**config.mk**
```make
export PLATFORM = sky130hd
export DESIGN_NAME = mux_select_arbiter
export DESIGN_NICKNAME = d
export VERILOG_FILES = /design/src/rtl/mux_arb_pkg.sv /design/src/rtl/rr_priority_pick.sv /design/src/rtl/mux_select_arbiter.sv
export SDC_FILE = /design/constraint.sdc
export NUM_CORES = 1
export LEC_CHECK = 0
export CAP_MARGIN = 20
export CORE_MARGIN = 2
export CORE_UTILIZATION = 55
export DETAILED_ROUTE_END_ITERATION = 8
export DONT_BUFFER_PORTS = 1
export MAX_ROUTING_LAYER = met4
export PLACE_DENSITY_LB_ADDON = 0.25
export SLEW_MARGIN = 20
export SYNTH_ARGS = -nofsm -noshare
export SYNTH_HDL_FRONTEND = slang
export SYNTH_SLANG_ARGS = --single-unit
```
**constraint.sdc**
```tcl
create_clock -name clk -period 1.85 [get_ports clk]
set_input_delay 0.4625 -clock clk [delete_from_list [all_inputs] [get_ports clk]]
set_output_delay 0.4625 -clock clk [all_outputs]
set_load 0.005 [all_outputs]
```
**src/rtl/mux_arb_pkg.sv**
```systemverilog
// mux_arb_pkg: shared constants and FSM encoding for the 4:1 mux select
// arbiter and its round-robin pick helper.
package mux_arb_pkg;

  localparam int NUM_IN = 4;
  localparam int ADDR_W = 2;

  typedef enum logic {
    IDLE  = 1'b0,
    GRANT = 1'b1
  } arb_state_e;

  // Index to one-hot grant vector.
  function automatic logic [NUM_IN-1:0] idx2onehot(input logic [ADDR_W-1:0] idx);
    return NUM_IN'(1) << idx;
  endfunction

endpackage

```
**src/rtl/rr_priority_pick.sv**
```systemverilog
// rr_priority_pick: combinational round-robin search.
// Finds the first set bit of req scanning upward from ptr with wrap.
//   req   : request vector
//   ptr   : highest-priority index for this search
//   found : at least one request set
//   index : winning index (ptr when nothing is found)
module rr_priority_pick
  import mux_arb_pkg::*;
(
  input  logic [NUM_IN-1:0] req,
  input  logic [ADDR_W-1:0] ptr,
  output logic              found,
  output logic [ADDR_W-1:0] index
);

  logic [ADDR_W-1:0] cand;

  // Scan offsets from far to near so the nearest set bit is the last
  // one written and therefore wins.
  always_comb begin
    found = 1'b0;
    index = ptr;
    cand  = ptr;
    for (int k = NUM_IN-1; k >= 0; k--) begin
      cand = ptr + ADDR_W'(k);
      if (req[cand]) begin
        found = 1'b1;
        index = cand;
      end
    end
  end

endmodule

```
**src/rtl/mux_select_arbiter.sv**
```systemverilog
// mux_select_arbiter: round-robin arbiter driving the address of a
// downstream 4:1 mux. Two-state FSM (IDLE/GRANT), all outputs registered.
//   clk, rst_n : clock, asynchronous active-low reset
//   req[3:0]   : request lines, bit i selects mux input i
//   done       : current grantee finished (only looked at while valid)
//   address1/0 : registered mux select
//   grant[3:0] : one-hot grant, index == {address1,address0}
//   valid      : a grant is active
//   timeout    : one-cycle pulse after a release forced by HOLD_MAX
module mux_select_arbiter
  import mux_arb_pkg::*;
#(
  parameter int HOLD_MAX = 8
) (
  input  logic              clk,
  input  logic              rst_n,
  input  logic [NUM_IN-1:0] req,
  input  logic              done,
  output logic              address0,
  output logic              address1,
  output logic [NUM_IN-1:0] grant,
  output logic              valid,
  output logic              timeout
);

  arb_state_e        state_q, state_d;
  logic [ADDR_W-1:0] ptr_q, ptr_d;
  logic [ADDR_W-1:0] addr_q, addr_d;
  logic [7:0]        hold_q, hold_d;
  logic [NUM_IN-1:0] grant_q, grant_d;
  logic              valid_q, valid_d;
  logic              timeout_q, timeout_d;

  logic [ADDR_W-1:0] pick_ptr, pick_idx;
  logic              pick_found;
  logic              cur_req, hold_hit, rel;

  // In GRANT the search starts just past the current grantee, so the
  // releasing requester ends up lowest priority for the back-to-back pick.
  assign pick_ptr = (state_q == GRANT) ? addr_q + ADDR_W'(1) : ptr_q;

  rr_priority_pick u_pick (
    .req   (req),
    .ptr   (pick_ptr),
    .found (pick_found),
    .index (pick_idx)
  );

  assign cur_req  = req[addr_q];
  assign hold_hit = (hold_q == 8'(HOLD_MAX-1));
  assign rel      = done | ~cur_req | hold_hit;

  always_comb begin
    state_d   = state_q;
    ptr_d     = ptr_q;
    addr_d    = addr_q;
    hold_d    = hold_q;
    grant_d   = grant_q;
    valid_d   = valid_q;
    timeout_d = 1'b0;
    case (state_q)
      IDLE: begin
        if (pick_found) begin
          state_d = GRANT;
          addr_d  = pick_idx;
          grant_d = idx2onehot(pick_idx);
          valid_d = 1'b1;
          hold_d  = '0;
        end else begin
          // address keeps its last value while idle
          valid_d = 1'b0;
          grant_d = '0;
        end
      end
      GRANT: begin
        if (rel) begin
          ptr_d     = pick_ptr;
          timeout_d = hold_hit & ~done & cur_req;
          if (pick_found) begin
            addr_d  = pick_idx;
            grant_d = idx2onehot(pick_idx);
            valid_d = 1'b1;
            hold_d  = '0;
          end else begin
            state_d = IDLE;
            valid_d = 1'b0;
            grant_d = '0;
          end
        end else if (hold_q != 8'hFF) begin
          hold_d = hold_q + 8'd1;
        end
      end
      default: state_d = IDLE;
    endcase
  end

  always_ff @(posedge clk or negedge rst_n) begin
    if (!rst_n) begin
      state_q   <= IDLE;
      ptr_q     <= '0;
      addr_q    <= '0;
      hold_q    <= '0;
      grant_q   <= '0;
      valid_q   <= 1'b0;
      timeout_q <= 1'b0;
    end else begin
      state_q   <= state_d;
      ptr_q     <= ptr_d;
      addr_q    <= addr_d;
      hold_q    <= hold_d;
      grant_q   <= grant_d;
      valid_q   <= valid_d;
      timeout_q <= timeout_d;
    end
  end

  assign address0 = addr_q[0];
  assign address1 = addr_q[1];
  assign grant    = grant_q;
  assign valid    = valid_q;
  assign timeout  = timeout_q;

endmodule

```
== Word-level counts from Yosys, hierarchy flattened ==
Cells that the tools add are included.

* Output and inout bits: 8
* Register bits after elaboration: 19
* Word-level logic and storage cells: 66
* Bits of input ports: 7

* Mux-type cells: 36
* Shifts and indexed selects: 1
* Reduce and logical (&&, ||, !) cells: 1
* Add/subtract/negate cells: 5
* Bitwise operators: 7
* Magnitude comparators: 5
* Equality and inequality tests: 4

{| class="wikitable"
|+ Operator list
! kind !! count
|-
| 2-to-1 mux 8 bit || 3
|-
| one-hot mux 8 bit (2 select lines) || 1
|-
| less-than comparator 2 x 3 -> 1 bit, second input constant || 5
|-
| 2-to-1 mux 1 bit || 14
|-
| 2-to-1 mux 2 bit || 7
|-
| binary-select mux 1 bit (select 2 bit) || 5
|-
| adder 8 x 1 -> 8 bit, second input constant || 1
|-
| == test 8 x 3 -> 1 bit, second input constant || 1
|-
| 2-to-1 mux 4 bit || 2
|-
| inequality test 8 bit, second input constant || 1
|-
| one-hot mux 4 bit (2 select lines) || 1
|-
| adder 2 x 1 -> 2 bit, second input constant || 2
|-
| adder 2 bit, second input constant || 2
|-
| one-hot mux 1 bit (2 select lines) || 2
|-
| one-hot mux 2 bit (2 select lines) || 1
|-
| left shift 1 x 2 -> 4 bit, first input constant || 1
|-
| inequality test 3 x 1 -> 1 bit, second input constant || 1
|-
| NOT 1 bit || 3
|-
| AND 1 bit || 2
|-
| inequality test 2 x 1 -> 1 bit, second input constant || 1
|-
| OR 1 bit || 2
|-
| AND reduction 2 bit || 1
|}

== Depth between registers and ports, before layout ==
Gate-level depths: netlist of run 1.

* Word-level depth: 13
* Mapped depth: 7
* Depth with buffers taken out: 6

== Hierarchy ==
A second synthesis of run 1 with hierarchy kept.

* Cells, all modules: 105
* Area total of the unflattened synthesis: 1086.0 um2

{| class="wikitable"
|+ Modules (own cells, without submodules)
! module !! cells each !! area each (um2) !! times used !! seq. area each (um2)
|-
| mux_select_arbiter || 89 || 985.9 || 1 || 475.5
|-
| rr_priority_pick || 16 || 100.1 || 1 || 0.0
|}

== Worst setup path after synthesis of run 1 ==
OpenSTA, ideal clock, no wires.

* Kind: register -> register
* Start: register hold_q[3]
* End: register hold_q[1]
* Library setup time: 0.122 ns
* Data required time: 1.728 ns
* Buffers on the path: 2
* Data arrival time: 1.746 ns
* Period minus slack after synthesis: 1.867 ns
* Setup slack: -0.017 ns
* Stages on the path, launching flop included: 8
* Path through: dfrtp_1 > buf_6 > or4_4 > nor3_4 > or2_1 > buf_6 > o21ai_2 > a32o_1

* Cells in the longest elaborated chain, start to end: 4
* Elaborated cells between the ends (all ways): 6
* Those cells by class: 3 x eq/ne; 2 x mux; 1 x bitwise

{| class="wikitable"
|+ RTL lines
! what !! line !! source
|-
| start: declaration || mux_select_arbiter.sv:29 || <nowiki>logic [7:0] hold_q, hold_d;</nowiki>
|-
| start signal: assignment || mux_select_arbiter.sv:110 || <nowiki>hold_q <= hold_d;</nowiki>
|-
| == test 8 x 3 -> 1 bit || mux_select_arbiter.sv:50 || <nowiki>assign hold_hit = (hold_q == 8'(HOLD_MAX-1));</nowiki>
|-
| OR 1 bit || mux_select_arbiter.sv:51 || <nowiki>assign rel = done | ~cur_req | hold_hit;</nowiki>
|-
| 2-to-1 mux 8 bit || mux_select_arbiter.sv:76 || <nowiki>if (rel) begin</nowiki>
|-
| one-hot mux 8 bit (2 select lines) || mux_select_arbiter.sv:61 || <nowiki>case (state_q)</nowiki>
|}

Several ways; a longest one is shown, not always the timed one.
A chain may end at the register's enable or synchronous reset.

== Final worst setup path of run 1 ==
* Start: register hold_q[4]
* End: register ptr_q[1]

* Cells in the longest elaborated chain, start to end: 3

{| class="wikitable"
|+ RTL lines
! what !! line !! source
|-
| == test 8 x 3 -> 1 bit || mux_select_arbiter.sv:50 ||
|-
| OR 1 bit || mux_select_arbiter.sv:51 ||
|-
| AND reduction 2 bit (no line) || - ||
|-
| end signal: assignment || mux_select_arbiter.sv:108 || <nowiki>ptr_q <= ptr_d;</nowiki>
|-
| end: declaration || mux_select_arbiter.sv:27 || <nowiki>logic [ADDR_W-1:0] ptr_q, ptr_d;</nowiki>
|}

Every way passes these cells.

==> results of run 1 <==
[per-stage QoR]
| stage | instances | hold slack, ps | area (sq um) | worst slack [ps] | power (mW) |
|---|---|---|---|---|---|
| 2_1_floorplan | 119 | 167 | 1150 | 27.8 | 1.09 |
| 3_3_place_gp | 153 | 167 | 1240 | -7.55 | 1.24 |
| 3_5_place_dp | 153 | 167 | 1240 | -28.5 | 1.26 |
| 4_1_cts | 158 | 435 | 1280 | -59.2 | 1.48 |
| 5_1_grt | 161 | 413 | 1390 | -132 | 1.69 |
| 6_report | 161 | 405 | 1390 | -69.4 | 1.59 |
[worst max-delay path by stage]
stage | slack, ps | start | to
2_1_floorplan | 30 | hold_q[0]$_DFFE_PN0P_ | ptr_q[1]$_DFFE_PN0P_
3_5_place_dp | -30 | hold_q[0]$_DFFE_PN0P_ | ptr_q[1]$_DFFE_PN0P_
6_report | -70 | hold_q[4]$_DFFE_PN0P_ | ptr_q[1]$_DFFE_PN0P_
3_3_place_gp | -8 | hold_q[1]$_DFFE_PN0P_ | ptr_q[1]$_DFFE_PN0P_
4_1_cts | -60 | hold_q[0]$_DFFE_PN0P_ | ptr_q[1]$_DFFE_PN0P_
5_1_grt | -130 | hold_q[4]$_DFFE_PN0P_ | ptr_q[1]$_DFFE_PN0P_
[final cells by class]
class                      count  area share [%]
multi-input combinational     87            48.8
sequential                    19            34.4
timing repair buffer          17            10.5
tap                           27            2.44
inverter                       7            1.90
clock buffer                   3            1.63
clock inverter                 1           0.361
[layer usage]
| layer | global-route usage, % | part of all wire, % | up-vias | wire, um |
|---|---|---|---|---|
| li1 | - | - | 474 | - |
| met1 | 29.7 | 44 | 493 | 1140 |
| met2 | 33.1 | 48 | 44 | 1250 |
| met3 | 4.85 | 8.0 | 2 | 208 |
| met4 | 7.87 | 0.54 | 0 | 14 |
| met5 | - | 0 | - | 0 |
[timing repair]
action	4_1_cts	5_1_grt
resized for setup	1	16
endpoints found under the hold margin	19	0
pin swaps	0	6
buffers inserted	0	3
setup endpoints to repair	8	15
hold buffers	1	0
[flip-flops by register name, indices dropped and copies added (netlist names)]
signal   count
ptr_q        2
valid        1
grant        4
hold_q       8
addr_q       2
timeout      1
state_q      1
[power groups by stage]
stage | Combinational [mW] | Clock (mW) | Sequential [mW]
2_1_floorplan | 0.502 | 0 | 0.587
3_3_place_gp | 0.639 | 0 | 0.604
3_5_place_dp | 0.650 | 0 | 0.608
4_1_cts | 0.671 | 0.215 | 0.599
5_1_grt | 0.848 | 0.229 | 0.617
6_report | 0.775 | 0.214 | 0.602
[logic make-up (layout without fill, tap and decap cells)]
family / Yosys count / count (layout)
compound gates: 36 / 36
fa+ha+maj: 1 / 1
xor+xnor: 1 / 1
simple gates: 44 / 44
mux: 5 / 5
flops: 19 / 19
buf+inv: 13 / 28
[layout by cell type, fill, tap and decap left out, drive strengths merged, types with 4 or more instances in the layout]
| cell type | netlist | final |
|---|---|---|
| dfrtp | 19 | 19 |
| nor3 | 4 | 4 |
| nand2 | 9 | 9 |
| inv | 7 | 7 |
| o21ai | 8 | 8 |
| buf | 4 | 16 |
| a21oi | 5 | 5 |
| nor2 | 7 | 7 |
| mux2 | 4 | 4 |
| nand3 | 5 | 5 |
[worst max-delay path, cell delays in order (launching register included)]
cell and delay, ps:
dfrtp_1 400, or4_4 560, nor3_4 320, buf_6 160, o41ai_4 80, mux2_2 290
==> results.sh, run 1 <==
export IMPL_seq_area_sq_um=477
export IMPL_synthAdderAreaFrac_pct=1.09
export IMPL_start_util_pct=58.5
export IMPL_fin_skew_ps=8.86
export IMPL_peakVddDrop_uv=1100
export IMPL_hold_path_depth=3
export IMPL_die_h_um=49.7
export IMPL_num_antenna_cells=0
export IMPL_worstPathRequired_ps=2040
export IMPL_rr_endpoint="ptr_q[1]$_DFFE_PN0P_"
export IMPL_multi_input_area_sq_um=676
export IMPL_r2r_start="hold_q[4]$_DFFE_PN0P_"
export IMPL_synthTopCellsByArea="dfrtp_1 (41%), mux2_2 (3.9%), nand2_1 (2.9%)"
export IMPL_wl_per_cell_um=16.2
export IMPL_first_iter_violations=43
export IMPL_avgSynthCellArea_sq_um=9.65
export IMPL_period_needed_ps=1920
export IMPL_grt_pass1_vias=920
export IMPL_cts_tree="yes"
export IMPL_clock_sinks=19
export IMPL_synthTopCellsByCount="dfrtp_1 (19), nand2_1 (9), inv_1 (7)"
export IMPL_crit_fanout=5
export IMPL_syn2layout_area_growth_pct=20.6
export IMPL_avgViaCountPerCell=6.29
export IMPL_reg2reg_slack_ps=-70
export IMPL_tns_ps=-286
export IMPL_place_congestion=0.866
export IMPL_cts_max_path_buffers=2
export IMPL_synth_async_sr_flop_share_pct=100
export IMPL_synth_mux_area_share_pct=4.79
export IMPL_rsz0062_at_grt="yes"
export IMPL_violations="setup timing"
export IMPL_reg2reg_depth=5
export IMPL_synth_compound_area_share_pct=22.5
export IMPL_synth_ff_type="dfrtp_1"
export IMPL_fillers=152
export IMPL_end_kind="flip-flop"
export IMPL_synth_top_area_share_pct=41.4
export IMPL_finish_net_count=143
export IMPL_clockPowerShare_pct=13.5
export IMPL_post_route_util_pct=70.6
export IMPL_whs_endpoint="ptr_q[0]$_DFFE_PN0P_"
export IMPL_yosysMostFrequentCell="dfrtp_1"
export IMPL_firstDrtPassIters=4
export IMPL_grt_overflow=0
export IMPL_path_clk_slew_ps=120
export IMPL_cts_root_buf="clkbuf_4"
export IMPL_slew_violations=0
export IMPL_cts_buffers=3
export IMPL_synth_edff_count=0
export IMPL_synth_xor_area_share_pct=0.763
export IMPL_grt_total_usage_pct=22.1
export IMPL_seq_area_frac_synth_pct=41.4
export IMPL_drt_wl_total_um=2610
export IMPL_setup_slack_ps=-69.4
export IMPL_min_path_type="input port to flip-flop"
export IMPL_switching_share_pct=38.6
export IMPL_cellLeakagePower_nw=0.590
export IMPL_io_pins=15
export IMPL_synth_fp_nets=127
export IMPL_ys_types=52
export IMPL_numPortBuffers=0
export IMPL_startpoint_type="flip-flop"
export IMPL_crit_type="flip-flop to flip-flop"
export IMPL_power_density_nw_per_um2=1150
export IMPL_dp_hpwl_um=1800
export IMPL_antenna_found_initial=0
export IMPL_power_frac_comb_pct=48.7
export IMPL_yosysTopAreaCell="dfrtp_1"
export IMPL_p_int_mw=0.977
export IMPL_worst_pin_slew_ps=846
export IMPL_row_count=16
export IMPL_core_sq_um=1960
export IMPL_drive_gt1_share_pct=33.6
export IMPL_synthCells=119
export IMPL_synth_top_family_by_area="simple AND/OR/NAND/NOR gates"
export IMPL_p_sw_mw=0.615
export IMPL_clock_latency_ps=300
export IMPL_slew_headroom_pct=43.4
export IMPL_final_hold_viol_count=0
export IMPL_grt_first_pass_wirelength_um=4140
export IMPL_holdCritStartpoint="done"
export IMPL_via_count=1013
export IMPL_synth_warnings=0
export IMPL_setup_violations_final=8
export IMPL_seq_power_share_pct=37.8
export IMPL_die_x_um=49.7
export IMPL_grt_max_degree=20
export IMPL_worstPathArrival_ps=2100
export IMPL_die_area_sq_um=2470
export IMPL_run_status="complete, but fails checks"
export IMPL_ant_nets=0
export IMPL_cap_violations=0
export IMPL_fmax_mhz=521
export IMPL_synth_area_sq_um=1150
export IMPL_htree_levels=1
export IMPL_ys_ff_latch=19
export IMPL_final_period_utilization_pct=104
export IMPL_drcViolationCount=0
export IMPL_synthSimpleGateAreaFrac_pct=23.1
Power figures use the tool's default switching activity.
==> inputs of run 2 (changes only) <==
==> constraint.sdc (replaced) <==
create_clock -name clk -period 1.9 [get_ports clk]
set_input_delay 0.475 -clock clk [delete_from_list [all_inputs] [get_ports clk]]
set_output_delay 0.475 -clock clk [all_outputs]
set_load 0.005 [all_outputs]
==> results.sh, run 2 (same netlist as run 1, synthesis figures left out) <==
export IMPL_drive_gt1_share_pct=25.8
export IMPL_grt_pass1_vias=967
export IMPL_layout_commonest_cell="dfrtp_1"
export IMPL_ant_nets=0
export IMPL_peakVddDrop_uv=840
export IMPL_worstPathRequired_ps=2090
export IMPL_reg2reg_slack_ps=60
export IMPL_cts_max_path_buffers=2
export IMPL_setup_violations_final=0
export IMPL_cts_buffers=3
export IMPL_dp_hpwl_um=1820
export IMPL_final_hold_viol_count=0
export IMPL_min_path_type="input port to flip-flop"
export IMPL_crit_type="flip-flop to flip-flop"
export IMPL_r2r_start="hold_q[3]$_DFFE_PN0P_"
export IMPL_clockPowerShare_pct=14.1
export IMPL_post_route_util_pct=66.6
export IMPL_antenna_found_initial=0
export IMPL_avgViaCountPerCell=6.35
export IMPL_seq_power_share_pct=41.5
export IMPL_cellLeakagePower_nw=0.564
export IMPL_slew_headroom_pct=41.7
export IMPL_run_status="completed"
export IMPL_io_pins=15
export IMPL_numPortBuffers=0
export IMPL_clock_latency_ps=290
export IMPL_syn2layout_area_growth_pct=13.7
export IMPL_instances_no_fill=159
export IMPL_hold_path_depth=3
export IMPL_whs_endpoint="ptr_q[0]$_DFFE_PN0P_"
export IMPL_die_area_sq_um=2470
export IMPL_firstDrtPassIters=5
export IMPL_power_frac_comb_pct=44.4
export IMPL_core_sq_um=1960
export IMPL_top_register="hold_q"
export IMPL_finish_net_count=141
export IMPL_grt_max_degree=20
export IMPL_placed_area_sq_um=1220
export IMPL_cts_tree="yes"
export IMPL_final_period_utilization_pct=96.8
export IMPL_fillers=179
export IMPL_grt_total_usage_pct=22.3
export IMPL_crit_chain="or4_4, nor3_4, or2_4, o21ai_2, a32o_1"
export IMPL_drcViolationCount=0
export IMPL_die_h_um=49.7
export IMPL_grt_overflow=0
export IMPL_worst_pin_slew_ps=872
export IMPL_p_int_mw=0.898
export IMPL_grt_first_pass_wirelength_um=4140
export IMPL_cp_slowest_cell="or4_4"
export IMPL_row_count=16
export IMPL_largest_reg_flops=8
export IMPL_layout_common_cells="dfrtp_1 (19), buf_4 (13), nand2_1 (9)"
export IMPL_period_needed_ps=1840
export IMPL_die_x_um=49.7
export IMPL_clock_sinks=19
export IMPL_rsz0062_at_grt="yes"
export IMPL_cts_root_buf="clkbuf_4"
export IMPL_drt_wl_total_um=2640
export IMPL_num_antenna_cells=0
export IMPL_worstPathArrival_ps=2030
export IMPL_hold_ws_ps=424
export IMPL_htree_levels=1
export IMPL_p_sw_mw=0.546
export IMPL_path_clk_slew_ps=110
export IMPL_fin_skew_ps=1.11
export IMPL_place_congestion=0.868
export IMPL_cpPeakStageDelay_ps=560
export IMPL_crit_fanout=6
export IMPL_reg2reg_depth=5
export IMPL_fmax_mhz=543
export IMPL_final_area_sq_um=1310
export IMPL_holdCritStartpoint="done"
export IMPL_switching_share_pct=37.8
export IMPL_start_util_pct=58.5
export IMPL_end_kind="flip-flop"
export IMPL_wl_per_cell_um=16.6
export IMPL_rr_endpoint="hold_q[1]$_DFFE_PN0P_"
export IMPL_first_iter_violations=33
export IMPL_place_inst=151
export IMPL_slew_violations=0
export IMPL_cap_violations=0
export IMPL_startpoint_type="flip-flop"
export IMPL_power_density_nw_per_um2=1110
export IMPL_via_count=1009
## run 2: cell types whose count changed in the layout (fill, tap and decap cells not counted), sizes merged
cell,previous run,this run
buf,16,14
clkbuf,3,4
clkinv,1,0
## run 2: area by class of cell
cell class	instances	area, sq um	area share, %
repair buffers	15	119	9.10
inverters	7	26.3	2.01
multi-input cells	87	626	47.9
clock buffers	4	26.3	2.01
flip-flops and latches	19	475	36.4
well taps	27	33.8	2.59
## run 2: metal layers
metal / global-route usage [%] / vias to the layer above / part of all wire [%]
li1: - / 468 / -
met2: 37.8 / 40 / 49
met4: 6.94 / 0 / 1.9
met5: - / - / 0
met1: 26.2 / 493 / 43
met3: 5.15 / 8 / 5.5
## run 2: worst max-delay path by stage
stage	startpoint	end	slack [ps]
3_5_place_dp	hold_q[3]$_DFFE_PN0P_	hold_q[1]$_DFFE_PN0P_	-10
6_report	hold_q[3]$_DFFE_PN0P_	hold_q[1]$_DFFE_PN0P_	60
5_1_grt	hold_q[3]$_DFFE_PN0P_	grant[2]$_DFFE_PN0P_	-30
4_1_cts	hold_q[1]$_DFFE_PN0P_	ptr_q[1]$_DFFE_PN0P_	2
2_1_floorplan	req[0]	hold_q[1]$_DFFE_PN0P_	30
3_3_place_gp	hold_q[3]$_DFFE_PN0P_	hold_q[1]$_DFFE_PN0P_	60
## run 2: power by group through the flow
stage	clock [mW]	combinational, mW	sequential, mW
after floorplan	0	0.482	0.572
after global placement	0	0.551	0.601
after detailed placement	0	0.571	0.606
after CTS	0.206	0.596	0.597
after global routing	0.218	0.704	0.614
final	0.204	0.641	0.599
## run 2: through the flow
stage	total power, mW	worst slack (ps)	TNS (ps)
floorplan	1.05	26.5	0
detailed placement	1.18	-9.91	-9.91
CTS	1.40	1.92	0
finish	1.44	60.0	0
global route	1.54	-26.8	-91.1
global placement	1.15	56.8	0
## run 2: worst max-delay path: cells and delay by family (launching register included)
family	cells	cell delay, ps
flops	1	390
compound gates	2	290
simple gates	3	1060
## run 2: repair_timing
item                                    4_1_cts  5_1_grt
hold buffers                                  1        0
endpoints found under the setup margin        2        8
buffers inserted                              0        3
pin swaps                                     0        2
hold endpoints to repair                     19        0
gates resized for setup                       1        6
==> inputs of run 3 (changes only) <==
--- a/config.mk
+++ b/config.mk
@@ -7,7 +7,8 @@
 export LEC_CHECK = 0
 export CAP_MARGIN = 20
 export CORE_MARGIN = 2
-export CORE_UTILIZATION = 55
+export CORE_UTILIZATION = 30
+export CTS_CLUSTER_DIAMETER = 30
 export DETAILED_ROUTE_END_ITERATION = 8
 export DONT_BUFFER_PORTS = 1
 export MAX_ROUTING_LAYER = met4
==> results.sh, run 3 (same netlist as run 1, synthesis figures left out) <==
export IMPL_fin_skew_ps=3.10
export IMPL_power_density_nw_per_um2=1150
export IMPL_cts_root_buf="clkbuf_8"
export IMPL_p_sw_mw=0.549
export IMPL_slew_violations=0
export IMPL_grt_pass1_vias=911
export IMPL_grt_first_pass_wirelength_um=4520
export IMPL_clock_sinks=19
export IMPL_multi_input_area_sq_um=622
export IMPL_holdCritStartpoint="hold_q[1]$_DFFE_PN0P_"
export IMPL_power_frac_comb_pct=42.2
export IMPL_reg2reg_depth=5
export IMPL_finalPower_mw=1.52
export IMPL_place_inst=173
export IMPL_crit_type="flip-flop to flip-flop"
export IMPL_fmax_mhz=544
export IMPL_clock_latency_ps=250
export IMPL_start_util_pct=31.4
export IMPL_startpoint_type="flip-flop"
export IMPL_final_area_sq_um=1330
export IMPL_io_pins=15
export IMPL_run_status="completed"
export IMPL_grt_overflow=0
export IMPL_period_needed_ps=1840
export IMPL_cap_violations=0
export IMPL_die_h_um=65.9
export IMPL_cts_buffers=3
export IMPL_setup_violations_final=0
export IMPL_end_kind="flip-flop"
export IMPL_path_clk_slew_ps=70
export IMPL_top_register="hold_q"
export IMPL_avgViaCountPerCell=5.38
export IMPL_final_hold_viol_count=0
export IMPL_firstDrtPassIters=4
export IMPL_htree_levels=1
export IMPL_num_antenna_cells=0
export IMPL_rr_endpoint="ptr_q[1]$_DFFE_PN0P_"
export IMPL_switching_share_pct=36.1
export IMPL_whs_endpoint="hold_q[1]$_DFFE_PN0P_"
export IMPL_drive_gt1_share_pct=24.6
export IMPL_fillers=371
export IMPL_finish_net_count=139
export IMPL_worstPathArrival_ps=1980
export IMPL_largest_reg_flops=8
export IMPL_syn2layout_area_growth_pct=15.7
export IMPL_final_period_utilization_pct=96.7
export IMPL_first_iter_violations=32
export IMPL_cellLeakagePower_nw=0.554
export IMPL_cts_max_path_buffers=2
export IMPL_dp_hpwl_um=1950
export IMPL_clockPowerShare_pct=18.3
export IMPL_peakVddDrop_uv=533
export IMPL_via_count=957
export IMPL_row_count=22
export IMPL_layout_common_cells="dfrtp_1 (19), buf_4 (12), nand2_1 (9)"
export IMPL_r2r_start="hold_q[3]$_DFFE_PN0P_"
export IMPL_drcViolationCount=0
export IMPL_ant_nets=0
export IMPL_min_path_type="flip-flop to flip-flop"
export IMPL_slew_headroom_pct=41.4
export IMPL_wl_per_cell_um=14.3
export IMPL_die_x_um=65.9
export IMPL_grt_total_usage_pct=14.0
export IMPL_core_sq_um=3660
export IMPL_hold_ws_ps=526
export IMPL_worst_pin_slew_ps=876
export IMPL_die_area_sq_um=4340
export IMPL_grt_max_degree=20
export IMPL_drt_wl_total_um=2550
export IMPL_p_int_mw=0.973
export IMPL_layout_commonest_cell="dfrtp_1"
export IMPL_crit_fanout=5
export IMPL_hold_path_depth=1
export IMPL_seq_area_sq_um=475
export IMPL_reg2reg_slack_ps=60
export IMPL_numPortBuffers=0
export IMPL_cts_tree="yes"
export IMPL_cts_setup_buffers=0
export IMPL_rsz0062_at_grt="yes"
export IMPL_instances_no_fill=178
export IMPL_worstPathRequired_ps=2040
export IMPL_place_congestion=0.862
export IMPL_seq_power_share_pct=39.5
export IMPL_antenna_found_initial=0
export IMPL_placed_area_sq_um=1250
==> run 3: critical path: stages, from the launching register on <==
cell     delay (ps)
dfrtp_1         390
or4_4           560
nor3_4          240
o41ai_1         120
buf_4           160
mux2_2          260
==> run 3: worst max-delay path by stage <==
stage | endpoint | depth (start not counted) | start
after detailed placement | hold_q[1]$_DFFE_PN0P_ | 5 | hold_q[3]$_DFFE_PN0P_
after global placement | hold_q[1]$_DFFE_PN0P_ | 5 | hold_q[3]$_DFFE_PN0P_
final | ptr_q[1]$_DFFE_PN0P_ | 5 | hold_q[3]$_DFFE_PN0P_
after global routing | ptr_q[1]$_DFFE_PN0P_ | 5 | hold_q[3]$_DFFE_PN0P_
after floorplan | hold_q[1]$_DFFE_PN0P_ | 7 | req[0]
after CTS | hold_q[1]$_DFFE_PN0P_ | 5 | hold_q[3]$_DFFE_PN0P_
==> run 3: per-stage QoR <==
| step | setup slack, ps | utilization, % | setup TNS [ps] |
|---|---|---|---|
| floorplan | 26.5 | - | 0 |
| global placement | 49.0 | 34.2 | 0 |
| detailed placement | -3.02 | 34.2 | -3.02 |
| CTS | 5.84 | 35.8 | 0 |
| global route | -19.4 | 36.3 | -21.5 |
| finish | 63.0 | 36.3 | 0 |
==> run 3: final cells by class <==
| class | count | share of cell area, % |
|---|---|---|
| Tap cell | 48 | 4.52 |
| Sequential cell | 19 | 35.8 |
| Clock buffer | 4 | 3.39 |
| Timing Repair Buffer | 13 | 7.53 |
| Inverter | 7 | 1.98 |
| Multi-Input combinational cell | 87 | 46.8 |
==> run 3: power by group through the flow <==
stage	registers [mW]	clock network (mW)	logic [mW]
after floorplan	0.572	0	0.482
after global placement	0.611	0	0.594
after detailed placement	0.609	0	0.606
after CTS	0.604	0.291	0.626
after global routing	0.621	0.305	0.719
final	0.601	0.278	0.643
==> run 3: repair_timing <==
item | in CTS | in global routing
gates cloned | 0 | 0
hold buffers | 1 | 0
gates resized for setup | 1 | 5
hold endpoints to repair | 19 | 0
pin swaps | 0 | 1
setup endpoints to repair | 5 | 10
==> run 3: layer usage <==
layer	part of all wire, %	vias to the layer above	track usage (%)
li1	-	465	-
met3	5.2	4	3.75
met1	48	461	19.0
met5	0	-	-
met4	1.0	0	4.17
met2	46	27	20.3
